==> src/rtl/multicycle_control.sv <==
// Control FSM for the multicycle datapath: fetch, decode, execute, memory, write-back.
// All outputs decode from the current state and the opcode/func latched at the end of fetch.
module multicycle_control #(
    parameter int CNT_W = 16
) (
    input  logic             Clk,
    input  logic             Reset_n,
    input  logic [31:0]      Instr,
    input  logic             Mem_ack,
    input  logic             Zero_in,
    output logic             Mem_req,
    output logic             IR_LdEn,
    output logic             PC_LdEn,
    output logic             PC_sel,
    output logic             RF_B_sel,
    output logic             ALU_Bin_SEL,
    output logic [3:0]       ALU_func,
    output logic             Mem_WrEn,
    output logic             RF_WrEn,
    output logic             RF_WrData_sel,
    output logic             Illegal_op,
    output logic [CNT_W-1:0] Instr_cnt,
    output logic [2:0]       State_dbg
);

    typedef enum logic [2:0] {
        S_IF  = 3'd0,
        S_DEC = 3'd1,
        S_EXE = 3'd2,
        S_MEM = 3'd3,
        S_WB  = 3'd4
    } state_e;

    localparam logic [5:0] OP_RTYPE = 6'b100000;
    localparam logic [5:0] OP_ADDI  = 6'b110000;
    localparam logic [5:0] OP_ANDI  = 6'b110010;
    localparam logic [5:0] OP_ORI   = 6'b110011;
    localparam logic [5:0] OP_LW    = 6'b001111;
    localparam logic [5:0] OP_SW    = 6'b011111;
    localparam logic [5:0] OP_BEQ   = 6'b000000;
    localparam logic [5:0] OP_BNE   = 6'b000001;
    localparam logic [5:0] OP_B     = 6'b111111;

    state_e           state_q, state_d;
    logic [5:0]       op_q, op_d;
    logic [3:0]       func_q, func_d;
    logic [CNT_W-1:0] cnt_q, cnt_d;
    logic             cnt_inc;
    logic             op_legal, op_branch, op_mem, dec_bin_sel;
    logic [3:0]       dec_alu_func;

    // Only opcode and func reach the control path; the remaining instruction bits feed the datapath.
    logic unused_instr_bits;
    assign unused_instr_bits = ^Instr[25:4];

    always_ff @(posedge Clk) begin
        if (!Reset_n) begin
            state_q <= S_IF;
            op_q    <= '0;
            func_q  <= '0;
            cnt_q   <= '0;
        end else begin
            state_q <= state_d;
            op_q    <= op_d;
            func_q  <= func_d;
            cnt_q   <= cnt_d;
        end
    end

    always_comb begin
        op_legal     = 1'b1;
        op_branch    = 1'b0;
        op_mem       = 1'b0;
        dec_bin_sel  = 1'b0;
        dec_alu_func = 4'b0000;
        case (op_q)
            OP_RTYPE: dec_alu_func = func_q;
            OP_ADDI:  dec_bin_sel  = 1'b1;
            OP_ANDI:  begin dec_bin_sel = 1'b1; dec_alu_func = 4'b0010; end
            OP_ORI:   begin dec_bin_sel = 1'b1; dec_alu_func = 4'b0011; end
            OP_LW, OP_SW: begin dec_bin_sel = 1'b1; op_mem = 1'b1; end
            OP_BEQ, OP_BNE: begin op_branch = 1'b1; dec_alu_func = 4'b0001; end
            OP_B:     op_branch = 1'b1;
            default:  op_legal = 1'b0;
        endcase
    end

    always_comb begin
        state_d = state_q;
        op_d    = op_q;
        func_d  = func_q;
        cnt_inc = 1'b0;
        case (state_q)
            S_IF: if (Mem_ack) begin
                op_d    = Instr[31:26];
                func_d  = Instr[3:0];
                state_d = S_DEC;
            end
            S_DEC: state_d = op_legal ? S_EXE : S_IF;
            S_EXE: begin
                if (op_mem) begin
                    state_d = S_MEM;
                end else if (op_branch) begin
                    state_d = S_IF;
                    cnt_inc = 1'b1;
                end else begin
                    state_d = S_WB;
                end
            end
            S_MEM: if (Mem_ack) begin
                if (op_q == OP_LW) begin
                    state_d = S_WB;
                end else begin
                    state_d = S_IF;
                    cnt_inc = 1'b1;
                end
            end
            S_WB: begin
                state_d = S_IF;
                cnt_inc = 1'b1;
            end
            default: state_d = S_IF;
        endcase
        cnt_d = cnt_inc ? cnt_q + {{(CNT_W-1){1'b0}}, 1'b1} : cnt_q;
    end

    always_comb begin
        Mem_req       = 1'b0;
        IR_LdEn       = 1'b0;
        PC_LdEn       = 1'b0;
        PC_sel        = 1'b0;
        RF_B_sel      = 1'b0;
        ALU_Bin_SEL   = 1'b0;
        ALU_func      = 4'b0000;
        Mem_WrEn      = 1'b0;
        RF_WrEn       = 1'b0;
        RF_WrData_sel = 1'b0;
        Illegal_op    = 1'b0;
        case (state_q)
            S_IF: begin
                Mem_req = 1'b1;
                IR_LdEn = Mem_ack;
                PC_LdEn = Mem_ack;
            end
            S_DEC: begin
                Illegal_op = !op_legal;
                RF_B_sel   = (op_q == OP_SW) || (op_q == OP_BEQ) || (op_q == OP_BNE);
            end
            S_EXE: begin
                ALU_Bin_SEL = dec_bin_sel;
                ALU_func    = dec_alu_func;
                if (op_q == OP_BEQ) begin
                    PC_LdEn = Zero_in;
                    PC_sel  = Zero_in;
                end else if (op_q == OP_BNE) begin
                    PC_LdEn = !Zero_in;
                    PC_sel  = !Zero_in;
                end else if (op_q == OP_B) begin
                    PC_LdEn = 1'b1;
                    PC_sel  = 1'b1;
                end
            end
            // ALU controls stay put so the address/result is stable through memory and write-back.
            S_MEM: begin
                ALU_Bin_SEL = dec_bin_sel;
                ALU_func    = dec_alu_func;
                Mem_req     = 1'b1;
                Mem_WrEn    = (op_q == OP_SW);
            end
            S_WB: begin
                ALU_Bin_SEL   = dec_bin_sel;
                ALU_func      = dec_alu_func;
                RF_WrEn       = 1'b1;
                RF_WrData_sel = (op_q == OP_LW);
            end
            default: ;
        endcase
    end

    assign Instr_cnt = cnt_q;
    assign State_dbg = state_q;

endmodule
==> config.mk <==
export PLATFORM = sky130hd
export DESIGN_NAME = multicycle_control
export DESIGN_NICKNAME = d
export VERILOG_FILES = /design/src/rtl/multicycle_control.sv
export SDC_FILE = /design/constraint.sdc
export NUM_CORES = 1
export LEC_CHECK = 0
export BUFFER_PORTS_ARGS = -buffer_cell sky130_fd_sc_hd__buf_2
export CAP_MARGIN = 20
export CORE_AREA = 5 5 67 69
export CTS_BUF_LIST = sky130_fd_sc_hd__clkbuf_2
export CTS_CLUSTER_SIZE = 28
export DETAILED_ROUTE_END_ITERATION = 10
export DIE_AREA = 0 0 72 74
export HOLD_SLACK_MARGIN = 0.12
export PLACE_DENSITY = 0.84
export REMOVE_ABC_BUFFERS = 1
export SETUP_SLACK_MARGIN = 0.4
export SLEW_MARGIN = 20
export SYNTH_ARGS = -nofsm -noshare
export SYNTH_HDL_FRONTEND = slang
export SYNTH_SLANG_ARGS = --single-unit
==> constraint.sdc <==
create_clock -name Clk -period 2.31 [get_ports Clk]
set_clock_uncertainty 0.05 [all_clocks]
set_input_delay 0.1155 -clock Clk [delete_from_list [all_inputs] [get_ports Clk]]
set_output_delay 0.1155 -clock Clk [all_outputs]
set_load 0.02 [all_outputs]
=== After elaboration in Yosys (flattened, before gate mapping) ===
Index checks and enable logic that the tools add are counted.

* Bits of input ports: 36
* Output and inout bits: 33
* Logic and storage cells: 65
* Bits in registers: 29

* Equal/unequal tests: 14
* Multiplexer cells: 31
* Add/subtract/negate cells: 1
* Reduce and logical (&&, ||, !) cells: 15

{| class="wikitable"
|+ Operators by type and width
! operator !! number
|-
| $eq 6x6->1 const B || 5
|-
| $mux 1 || 20
|-
| $add 16x1->16 const B || 1
|-
| $pmux 4 s4 || 1
|-
| $mux 3 || 5
|-
| $pmux 3 s4 || 1
|-
| $reduce_or 9->1 || 1
|-
| $eq 3x2->1 const B || 2
|-
| $eq 6x1->1 const B || 1
|-
| $eq 6x4->1 const B || 1
|-
| $eq 6x5->1 const B || 1
|-
| $logic_not 6->1 || 1
|-
| $reduce_or 2->1 || 3
|-
| $reduce_or 3->1 || 2
|-
| $reduce_or 5->1 || 1
|-
| $mux 4 || 1
|-
| $ne 2x2->1 const B || 2
|-
| $reduce_and 2->1 || 2
|-
| $eq 3x1->1 const B || 1
|-
| $eq 3x3->1 const B || 1
|-
| $logic_not 3->1 || 1
|-
| $pmux 1 s3 || 1
|-
| $logic_not 1->1 || 2
|-
| $logic_or 1x1->1 || 2
|-
| other kinds (2) || 2
|}

=== Logic depth before layout (Yosys ltp) ===
Gate-level depths: netlist of the first run.

* Depth in word-level cells: 6
* Gate-level depth with buffers: 8
* Depth with buffers taken out: 5

=== Worst setup path after synthesis of the first run ===
Ideal clock, no wire load.

* Path type: register to output
* From: register op_q[2]
* To: output port PC_LdEn
* Path slack: 14 ps
* Data arrival time: 2,130 ps
* Buffers on the path: 1
* Cell stages (with the launch flop): 6
* Data required time: 2,145 ps
* Cell sequence: dfxtp_1 > buf_6 > or4_4 > o32ai_4 > nor3b_1 > or2_2

* Word-level cells in the longest chain between the ends: 5
* Elaborated cells on any way between the ends: 7
* Classes of those cells: eq/ne (2); mux (4); reduce/logical (1)

{| class="wikitable"
|+ Ends and longest elaborated chain
! item !! line !! text
|-
| start, declared || 45 || <nowiki>logic [5:0] op_q, op_d;</nowiki>
|-
| start signal, assigned || 64 || <nowiki>op_q <= op_d;</nowiki>
|-
| $eq 6x6->1 || 158 || <nowiki>end else if (op_q == OP_B) begin</nowiki>
|-
| $mux 1 || 158 ||
|-
| $mux 1 || 155 || <nowiki>end else if (op_q == OP_BNE) begin</nowiki>
|-
| $mux 1 (*) || 152 || <nowiki>if (op_q == OP_BEQ) begin</nowiki>
|-
| $pmux 1 s2 (*) || 139 || <nowiki>case (state_q)</nowiki>
|-
| end, declared || 13 || <nowiki>output logic PC_LdEn,</nowiki>
|}

Every way passes the cells marked *; elsewhere a longest branch is shown, timed or not.

=== Final worst setup path of the first run ===
* From: register op_q[4]
* To: output port PC_LdEn

Same word-level chain as after synthesis.

==> run summary, run 1 <==
The run finished, with violations left. The checks that failed: setup timing. The internal power is 748 uW, and the CTS clock-pin slew for the worst setup and hold paths is 0.17 ns. In this run, placement finished with an instance count of 317.

Among all cell types in the netlist, the one instantiated most often is nand2_1. The critical register-to-register path startpoint is op_q[4]$_SDFFE_PN0P_. IR analysis of the VDD net gives a maximum drop of 0.281 mV. The effective utilization at floorplan is 0.423, and the share of final-layout standard cells stronger than drive strength 1 is 0.430. The required time at the worst-slack endpoint was 2.14 ns. Endpoint type of the worst setup path: an output pin.

The share of the clock period used by the worst path after layout is 1.11, and the final hold violation count is 0. Initial antenna violation count: 0. The run gives 0 as the antenna diode count. The critical path goes through or4_4 > buf_6 > or4_4 > o21ai_4 > nor3b_2 > or2_4 > buf_6. The sink count of the clock tree was 29.

The largest individual stage delay along the critical path comes from the cell or4_4. The critical path startpoint was op_q[4]$_SDFFE_PN0P_. The logs give 0 for the number of slew-limit violations in the final report and 0.00102 uW for the cell leakage power. Adder-cell area share of the yosys netlist: 0.00767. The later pin in the worst-skew pair is clocked with a latency of 0.38 ns. Leaving out filler cells and counting taps, the final layout contains 355. Setup violations remaining at the end of the flow were counted as 15. The total overflow left after global routing is 0. For the post-layout worst setup margin, the log shows -0.262 ns.

After detailed routing, the average wire length per cell comes to 17.4 um. The multiplexer share of the synthesized area was 0.00614; the worst max-slew margin expressed relative to the limit was 0.621. Setup repair after global routing could not meet its margin everywhere. The number of synthesized register bits was 29. For this design the top-level I/O count stands at 69. The routability-driven placement congestion ratio came out at 0.903.

In the final timing run, aggregate negative setup slack is -1.43 ns. The worst hold-check path type was in2reg. The run gives 0.472 as the sequential fraction of design power. Complex-gate fraction of the synthesized area: 0.231. Maximum number of pins on one net before global-route repair: 17. Detailed placement ended at an HPWL of 3.27 mm. After synthesis, the largest family of logic cells by area is simple AND/OR/NAND/NOR gates. Summed over all nets, the switching power comes to 386 uW. Together, buffers and inverters on the worst path number 2.

The switching part of the total power is 0.341. For this run, the post-layout net count is 341. The fraction of registers with async set/reset was 0. Counting flops with a built-in enable in the synthesized netlist gives 0. From bottom edge to top edge, the die measures 74 um.

Power comes to 1130 uW. After detailed routing, the number of vias per cell comes to 5.66. The tools report the Yosys warning count as 0. The commonest cells after synthesis are nand2_1 (33), dfxtp_1 (29), a21oi_1 (28), clkbuf_1 (12). Derived from the worst setup path, the maximum achievable clock frequency is 389 MHz.

Synthesis instantiated 42 different standard cells from the library. The run gives 1827 as the via count of the first global-routing pass. The width of the chip works out to 72 um. The number of rows created at floorplan was 23.

The logs give 6.16 mm for the wire length reported by the detailed router and 5330 um^2 for the area of the die. The power share of the clock group was 0.222; the slew at the pin with the worst max-slew slack was 0.569 ns. Across the run, the number of max-cap violations was 0. The number of I/O port buffers was 46. The synthesized instance count was 215; the wire length of the first global-routing pass was 8.32 mm. The largest single stage delay on the critical path is 0.54 ns. The area inside the core boundary was 3860 um^2; the xor-xnor portion of the synthesized cell area was 0.0107. The tools report the total routing resource utilization after global routing as 0.197. TritonCTS built the clock tree. The run gives 0 as the number of nets still failing antenna checks after routing. Final hold analysis gives a worst-case slack of 0.218 ns. The number of H-tree levels is 2, and the share of total power in combinational logic is 0.306. The routed layout has 2009 vias.

The worst path needs 2.57 ns of the cycle, external delays included. Dividing total power by cell area gives a power density of 440 nW/um^2. The part of the Yosys area used for sequential elements is 0.356, and the synthesis-to-finish area growth is 58.2%. The fraction of synthesized cell area taken by the top area cell type was 0.356. Buffers inserted during clock tree synthesis total 5. Data arrives at the worst endpoint at 2.41 ns. The family with the most delay on the worst path was simple AND/OR/NAND/NOR gates.

Kind of critical path: reg2out. The fraction of the mapped netlist area in simple logic gates came out at 0.318. For this run, design rule violations remaining after detail routing come to 0. For the number of design-rule violations left by the first detailed-router iteration, the log shows 205. Root buffer cell: clkbuf_2.

The most used flip-flop cell after synthesis is dfxtp_1. The worst-case clock buffer depth was 2; the area of the mapped netlist was 1630 um^2. In the post-synthesis netlist, the biggest area contributors are dfxtp_1 (36%), a21oi_1 (8.6%), nand2_1 (7.6%), or4_1 (3.7%), o31ai_1 (3.2%). Critical-path maximum fanout: 2.

The worst hold path begins at Mem_ack. For this run, the detailed router's first-pass iteration total came to 4. Summed over all instances, the cell type with the most area after synthesis is dfxtp_1. The mean instance size in the synthesized netlist came out at 7.58 um^2. The element type at the critical path start was a flop.
==> repair_timing <==
action / in CTS / in global routing
resized for setup: 35 / 40
hold endpoints to repair: 13 / 0
cloned: 1 / 0
buffers inserted: 10 / 7
pin swaps: 26 / 10
hold buffers: 12 / 0
endpoints found under the setup margin: 26 / 28
==> routing by layer <==
| metal | vias up | global-route usage | share of wire |
|---|---|---|---|
| li1 | 958 | - | - |
| met1 | 941 | 0.218 | 0.37 |
| met2 | 88 | 0.355 | 0.53 |
| met3 | 22 | 0.0554 | 0.065 |
| met4 | 0 | 0.0835 | 0.032 |
| met5 | - | 0 | 0 |
==> cells in the final DEF (no fill, tap or decap), drive strengths merged, types with 5 or more instances in the layout <==
master and count:
o21ai 10, nand3 7, nor2 9, nand2 33, o31ai 7, buf 84, or4 9, inv 10
nand4 6, or3 7, clkbuf 5, dfxtp 29, dlygate4sd3 12, a21oi 28
==> worst min-delay path: cells and delay by family <==
kind	cells	cell delay, ns
simple gates	2	0.15
buf+inv	2	0.30
compound gates	1	0.05
==> cells by family after synthesis <==
kind of cell,count (synthesis)
adders and majority gates,1
xor gates and xnor gates,2
muxes,1
and+or+nand+nor,97
DFF,29
buffers and inverters,26
AOI/OAI and AO/OA,59
==> through the flow <==
| step | area [um^2] | utilization | worst slack [ns] |
|---|---|---|---|
| after floorplan | 1560 | - | -0.0202 |
| after global placement | 2010 | 0.521 | 0.0618 |
| after detailed placement | 2010 | 0.521 | -0.00296 |
| after CTS | 2370 | 0.614 | -0.174 |
| after global routing | 2580 | 0.669 | -0.298 |
| final | 2580 | 0.669 | -0.262 |
==> path summary, 6_finish.rpt <==
kind	to	slack (ns)	depth (start not counted)
max	PC_LdEn	-0.26	7
min	op_q[0]$_SDFFE_PN0P_	0.22	5
max reg2reg	Instr_cnt[5]$_SDFFE_PN0P_	-0.13	9
min reg2reg	func_q[2]$_SDFFE_PN0P_	0.42	2
==> area by class of cell <==
cell class                      instances  area (um^2)
Inverter                               11         41.3
Sequential cell                        29          596
Tap cell                               50         62.6
Multi-Input combinational cell        161         1120
Fill cell                             299         1280
Timing Repair Buffer                   96          721
Clock inverter                          3         12.5
Clock buffer                            5         25.0
==> registers in the layout (all words and copies together) (netlist names) <==
signal	flops
Instr_cnt	16
State_dbg	3
func_q	4
op_q	6
==> power by group through the flow <==
stage	sequential [uW]	clock (uW)	combinational, uW
4_1_cts	533	261	286
3_3_place_gp	543	0	212
6_report	535	252	347
3_5_place_dp	544	0	215
2_1_floorplan	557	0	104
5_1_grt	537	280	367
Power figures use the tool's default switching activity.
==> run 2: changes to the inputs <==
CORE_AREA = 5 5 62 64   (was 5 5 67 69)
DIE_AREA = 0 0 67 69   (was 0 0 72 74)
PLACE_DENSITY = 0.93   (was 0.84)
clock period = 3 ns   (was 2.31 ns; I/O delays follow)
==> run 2 against run 1 <==
  * The run now ends clean
  * Sequential cell count unchanged
  * Clock power down 24%
  * Combinational power down 53%
  * Via count down 11%
  * Wire length down 29%
  * Worst setup slack better by 0.76 ns
  * Critical endpoint unchanged
  * Hold slack better by 0.20 ns
  * Register-to-register slack better by 0.66 ns
  * Sequential share of layout area up 4.6 points
  * Count of clock-buffer cells in the layout up 1
  * Die area down 13%
  * Critical path depth down 1
==> run summary, run 2 (synthesis results as in run 1) <==
The run gives 0.194 as the total routing resource utilization after global routing. The library cells used most frequently in the layout, excluding fill and tap cells, are buf_2 (45), nand2_1 (33), a21oi_1 (28), dfxtp_1 (25), dlygate4sd3_1 (13). The share of final-layout standard cells stronger than drive strength 1 works out to 0.264.

The launch point of the worst hold path is func_q[0]$_SDFFE_PN0P_. Detail-routed via count per cell: 5.56. The number of I/O port buffers was 46; the area inside the core boundary was 3230 um^2.

The first detailed-routing pass took 4 iterations. On the final layout, the worst hold slack is 0.416 ns. After filler insertion, the fill cell instance count of the layout stands at 284.

The wire length of the first global-routing pass was 7.11 mm. For the number of I/O pins, the log shows 69. The share of total power in combinational logic was 0.212; the initial antenna violation count was 0. The worst-case clock buffer depth came out at 2. The highest-delay cell along the critical path is or4_4. The run gives 0.504 as the effective utilization at floorplan. The number of antenna diodes in the final layout is 0. The power share of the clock group is 0.246, and the worst-skew pair later-pin latency is 0.35 ns. Kind of critical path: reg2out. The final hold violation count was 0. Setup repair after global routing left no endpoint under its margin.

The total CTS buffers is 5. After routing, the total negative slack on setup checks comes to 0 ns. Routability-driven placement finished with a final weighted congestion of 0.856. The delay contributed by the slowest stage of the critical path was 0.54 ns. After detailed routing, the number of remaining DRC violations is 0. After clock tree synthesis, the clock-pin slew on the worst setup and hold paths is 0.14 ns. The area of the die was 4620 um^2; the arrival time of data at the critical path endpoint was 2.30 ns.

Internal power comes to 532 uW. The width of the chip is 67 um. Endpoint type of the worst setup path: an output pin. VDD sags by at most 0.255 mV. Walking the worst path, the cells encountered are or4_4 > buf_4 > o32ai_4 > nor3b_1 > or2_4 > buf_6. The run gives 1796 as the number of vias in the routed layout. Power comes to 775 uW. The switching part of the total power is 0.314, and the minimum setup slack among reg-to-reg paths is 0.53 ns. TritonCTS built the clock tree. OpenSTA, run right after detailed placement, puts the worst setup slack at 0.517 ns.

The H-tree was split into 2 levels. The critical-path maximum fanout is 7, and the placed instance count is 295. The shortest period the worst path allows works out to 2.50 ns. For this design the total switching power over the nets is 244 uW. The tools report the element type at the critical path start as a flop. The required time at the worst-slack endpoint was 2.80 ns. The first routing iteration left 304 violations. The flip-flop count of the largest register after layout works out to 16. The share of the clock period used by the worst path after layout works out to 0.834. Final net count: 313. The height of the die came out at 69 um. The slew at the pin with the worst max-slew slack works out to 0.534 ns.

The library cell used most frequently in the layout, excluding fill and tap cells, is buf_2. Family with the most delay on the worst path: simple AND/OR/NAND/NOR gates. For this design the ratio of total power to cell area is 364 nW/um^2.

Setup violations remaining at the end of the flow were counted as 0. In the final routed layout, each cell accounts on average for 13.6 um. The run finished with clean final reports. The worst hold-check path type is reg2reg. Wires add up to 4.38 mm. The number of slew-limit violations in the final report came out at 0.

For this run the aggregate overflow at the end of global routing stands at 0. The run gives 29 as the sink count of the clock tree. In this run the critical register-to-register path is launched from op_q[3]$_SDFFE_PN0P_.

Row generation in the floorplan step produced 21 rows. Maximum number of pins on one net before global-route repair: 28. The run gives 323 as the final instance count without filler cells.

In this run the static leakage power is 0.000861 uW. For the worst max-slew margin expressed relative to the limit, the log shows 0.644. The number of nets still failing antenna checks after routing was 0; the total half-perimeter wirelength after legalization and detailed placement was 3.02 mm.

The run gives 1694 as the via count of the first global-routing pass. Root buffer cell: clkbuf_2. Together, buffers and inverters on the worst path number 2.

Relative to the synthesized area, the layout overhead comes to 30.6%. The tools report the critical path startpoint as op_q[3]$_SDFFE_PN0P_. The number of max-capacitance violations reported is 0, and the highest achievable clock rate is 400 MHz. The sequential fraction of design power came out at 0.542. Once routing completed, OpenROAD measured the worst setup slack at 0.498 ns.
## run 2: final cells by class
type	instances	area, um^2	area share
inverter	11	41.3	0.0194
tap	46	57.6	0.0270
clock buffer	6	30.0	0.0141
sequential	29	591	0.277
timing repair buffer	69	454	0.213
multi-input combinational	160	946	0.444
clock inverter	2	10.0	0.00470
## run 2: final timing paths
kind                            cells after the start                        end
worst max-delay path                                6                    PC_LdEn
worst min-delay path                                2     func_q[0]$_SDFFE_PN0P_
worst max register to register                      7  Instr_cnt[7]$_SDFFE_PN0P_
worst min register to register                      2     func_q[0]$_SDFFE_PN0P_
## run 2: repair_timing
item | in CTS | in global routing
cloned | 0 | 0
endpoints found under the hold margin | 13 | 0
setup endpoints to repair | 1 | 5
hold buffers | 13 | 0
resized for setup | 2 | 9
setup buffers | 0 | 7
pin swaps | 0 | 3
## run 2: power by group through the flow
stage / Sequential, uW / Clock, uW / Combinational [uW]
finish: 421 / 191 / 164
global route: 424 / 222 / 180
CTS: 421 / 204 / 141
detailed placement: 429 / 0 / 128
global placement: 428 / 0 / 124
floorplan: 429 / 0 / 79.9
## run 2: worst reg2reg max path: stages, from the launching register on
cell and delay, ns:
dfxtp_4 0.39, or4_4 0.54, buf_4 0.17, o32ai_4 0.31
a211oi_4 0.14, buf_4 0.22, or4_1 0.47, a21oi_1 0.14
## run 2: metal layers
metal / part of all wire / vias up / GRT usage
li1: - / 906 / -
met1: 0.42 / 825 / 0.212
met2: 0.52 / 63 / 0.336
met3: 0.065 / 2 / 0.0666
met4: 0.0041 / 0 / 0.0698
met5: 0 / - / 0
## run 2: per-stage QoR
step	cell area, um^2	utilization
after floorplan	1560	-
after global placement	1870	0.578
after detailed placement	1870	0.578
after CTS	2040	0.631
after global routing	2130	0.659
final	2130	0.659
==> run 3: changes to the inputs <==
CORE_AREA = 5 5 64 66   (was 5 5 62 64)
DIE_AREA = 0 0 69 71   (was 0 0 67 69)
PLACE_DENSITY = 0.88   (was 0.93)
clock period = 2.6 ns   (was 3 ns; I/O delays follow)
==> run 3 against run 2 <==
  * Worst setup slack worse by 0.37 ns
  * Global-route usage grew 1.6 points
  * Cell area rose by 16%
  * Sequential power grew 14%
  * Non-clock buffer count up 14
  * Die area increased by 6.0%
  * Sequential cell count unchanged
  * Via count rose by 12%
  * Utilization is 4.3 points higher
  * Cell count increased by 5.9%
  * First-iteration DRC count is 41% lower
  * Register-to-register slack lost 0.34 ns
  * Critical path type unchanged
  * Critical endpoint unchanged
  * Highest routed layer unchanged
==> run summary, run 3 (synthesis results as in run 1) <==
TritonCTS built the clock tree. Most frequent standard cell in the layout excluding fill and tap cells: buf_2. In this run the most critical hold path is launched from func_q[3]$_SDFFE_PN0P_. The detail-routed via count per cell works out to 5.87. The path with the worst hold slack has its endpoint at func_q[3]$_SDFFE_PN0P_.

The routability-driven placement congestion ratio is 0.840. Setup repair after global routing could not meet its margin everywhere. The initial antenna violation count was 0; the total power per unit cell area was 394 nW/um^2. The initialized floorplan defines 22 standard-cell rows. Along the worst path, the maximum fanout reaches 2. The logs give 17 for the maximum number of pins on one net before global-route repair and 2.29 ns for the arrival time of data at the critical path endpoint.

Setup slack on the critical path of the routed design comes to 0.132 ns. By startpoint and endpoint, the worst setup path is classified as reg2out. After detailed routing, the number of remaining DRC violations is 0.

The register with the most flip-flops in the layout has 16 of them. VDD sags by at most 0.268 mV. The tree is rooted in a clkbuf_2.

The number of I/O port buffers works out to 46. The slew at the pin with the worst max-slew slack works out to 0.546 ns. The critical register-to-register path startpoint is op_q[4]$_SDFFE_PN0P_. The synthesis-to-finish area growth is 51.7%, and the hold-critical path depth is 2.

Leaving out fill and tap cells, the most frequent cells in the layout are buf_2 (40), nand2_1 (33), dfxtp_1 (24), a21oi_1 (20), buf_4 (18). Walking the worst path, the cells encountered are or4_4 > or4_4 > o21ai_2 > nor3b_4 > or2_4 > buf_6. The global routing stage identified its most utilized layer as met2. In this run, the number of DRC markers left after iteration 0 of detailed routing was 180. The share of final-layout standard cells stronger than drive strength 1 is 0.395, and the multi-input logic area is 1140 um^2.

The logs give 0 for the final hold violation count and 0 for the antenna diode count. The cell seen most often among critical-path stages is or4_4. The logic depth of the worst register-to-register path was 8; the routing usage on met1 was 0.230. The number of max-capacitance violations reported is 0. The average detailed-routed wire length per instance was 16.7 um; the sequential cell area was 589 um^2. The routed layout has 2009 vias. 69 I/O pins were placed. Buffers inserted during clock tree synthesis total 5.

For this design the static power due to leakage is 0.000968 uW. The required time at the worst-slack endpoint was 2.42 ns. The logs give 0 ns for the final sum of negative setup slack and 3.06 mm for the total half-perimeter wirelength after legalization and detailed placement. For this run, the slowest stage of the critical path takes 0.54 ns. Number of slew-limit violations in the final report: 0. The run gives 3520 um^2 as the area inside the core boundary. The worst path in the final design needs a cycle of 2.47 ns, including I/O delays and setup. The routed design has 5.72 mm of wire. The met2 routing resource usage after global routing came out at 0.387. Once detail routing completed, the nets flagged for antenna violations numbered 0.

The worst register-to-register path ends at Instr_cnt[9]$_SDFFE_PN0P_. The die covers 4900 um^2. The first TritonRoute pass finished after 4 iterations.

The first global-routing pass estimated 8.55 mm of wire. The number of H-tree levels was 2; the final net count was 330. The tools report the filler cell count as 285.

The post-route core utilization came out at 0.702. The family with the most delay on the worst path is simple AND/OR/NAND/NOR gates. The run gives 0.0469 as the met3 routing resource usage after global routing. Element type at the critical path start: a flop.

For the total routing resource utilization after global routing, the log shows 0.210. The width of the chip was 69 um; the count of final setup violators was 0. The worst-case clock buffer depth is 2. The height of the die is 71 um, and the via count of the first global-routing pass is 1927. The flow ran to the end, and the final reports show no timing, DRC or antenna violations. The effective utilization at floorplan is 0.463, and the worst-skew pair later-pin latency is 0.34 ns. The tools report the placed instance count as 305.

CTS clock-pin slew for the worst setup and hold paths: 0.16 ns. Minimum setup slack among reg-to-reg paths: 0.19 ns. The worst path buffer plus inverter count works out to 1. The share of the clock period used by the worst path after layout works out to 0.949.

In this run the worst hold path is classified as reg2reg. Static timing analysis puts the maximum clock frequency at 405 MHz. For this run the aggregate overflow at the end of global routing stands at 0. Total power for the finished layout comes to 973 uW. STA classifies the critical path endpoint as an output pin. OpenSTA, run right after detailed placement, puts the worst setup slack at 0.176 ns. Among all stages on the critical path, the largest delay is contributed by or4_4. The logs give 0.636 for the worst max-slew margin expressed relative to the limit and 342 for the final instance count without filler cells.

For this design, the sink count on the clock tree is 29.
run 3: changes by cell type in the layout (fill, tap and decap cells not counted), moves of 3 or more:
cell | before | now
a21oi_1 | 28 | 20
or3_4 | 0 | 3
buf_6 | 1 | 12
or3_1 | 7 | 4
buf_4 | 9 | 18
buf_2 | 45 | 40
a21oi_2 | 0 | 8
run 3: final cells by class:
class	instances	area share
clock buffers	5	0.0101
clock inverters	3	0.00506
inverters	11	0.0182
multi-input cells	163	0.461
flip-flops and latches	29	0.238
well taps	48	0.0243
repair buffers	83	0.243
run 3: repair_timing:
| item | 4_1_cts | 5_1_grt |
|---|---|---|
| resized for setup | 22 | 42 |
| gates cloned | 3 | 0 |
| buffers inserted | 9 | 4 |
| hold endpoints to repair | 13 | 0 |
| setup endpoints to repair | 18 | 27 |
| pin swaps | 27 | 16 |
| hold buffers | 13 | 0 |
run 3: how the worst max path moves through the flow:
| stage | slack (ns) | depth (start not counted) | to | from |
|---|---|---|---|---|
| 2_1_floorplan | 0.27 | 5 | Instr_cnt[1]$_SDFFE_PN0P_ | State_dbg[0]$_SDFFE_PN0P_ |
| 3_3_place_gp | 0.26 | 6 | Instr_cnt[1]$_SDFFE_PN0P_ | State_dbg[2]$_SDFFE_PN0P_ |
| 3_5_place_dp | 0.18 | 6 | Instr_cnt[1]$_SDFFE_PN0P_ | State_dbg[2]$_SDFFE_PN0P_ |
| 4_1_cts | 0.19 | 6 | PC_LdEn | op_q[4]$_SDFFE_PN0P_ |
| 5_1_grt | 0.09 | 6 | PC_LdEn | op_q[4]$_SDFFE_PN0P_ |
| 6_report | 0.13 | 6 | PC_LdEn | op_q[4]$_SDFFE_PN0P_ |
run 3: tightest hold or removal path, cell delays in order (launching register included):
cell and delay, ns:
dfxtp_1 0.34, nand2_1 0.05, a21oi_1 0.05
run 3: through the flow:
step | cell area, um^2 | hold WS (ns)
floorplan | 1560 | 0.216
global placement | 1930 | 0.322
detailed placement | 1930 | 0.327
CTS | 2290 | 0.412
global route | 2470 | 0.441
finish | 2470 | 0.420
run 3: layer usage:
metal	vias to the layer above	routed length, um
met1	955	2200
met4	0	176
met5	-	0
met3	22	338
li1	940	-
met2	92	3000
run 3: where the power goes:
part           internal [uW]  total (uW)  switching (uW)
registers                460         478            18.7
logic                    134         283             149
clock network           59.0         212             153
total                    653         973             320
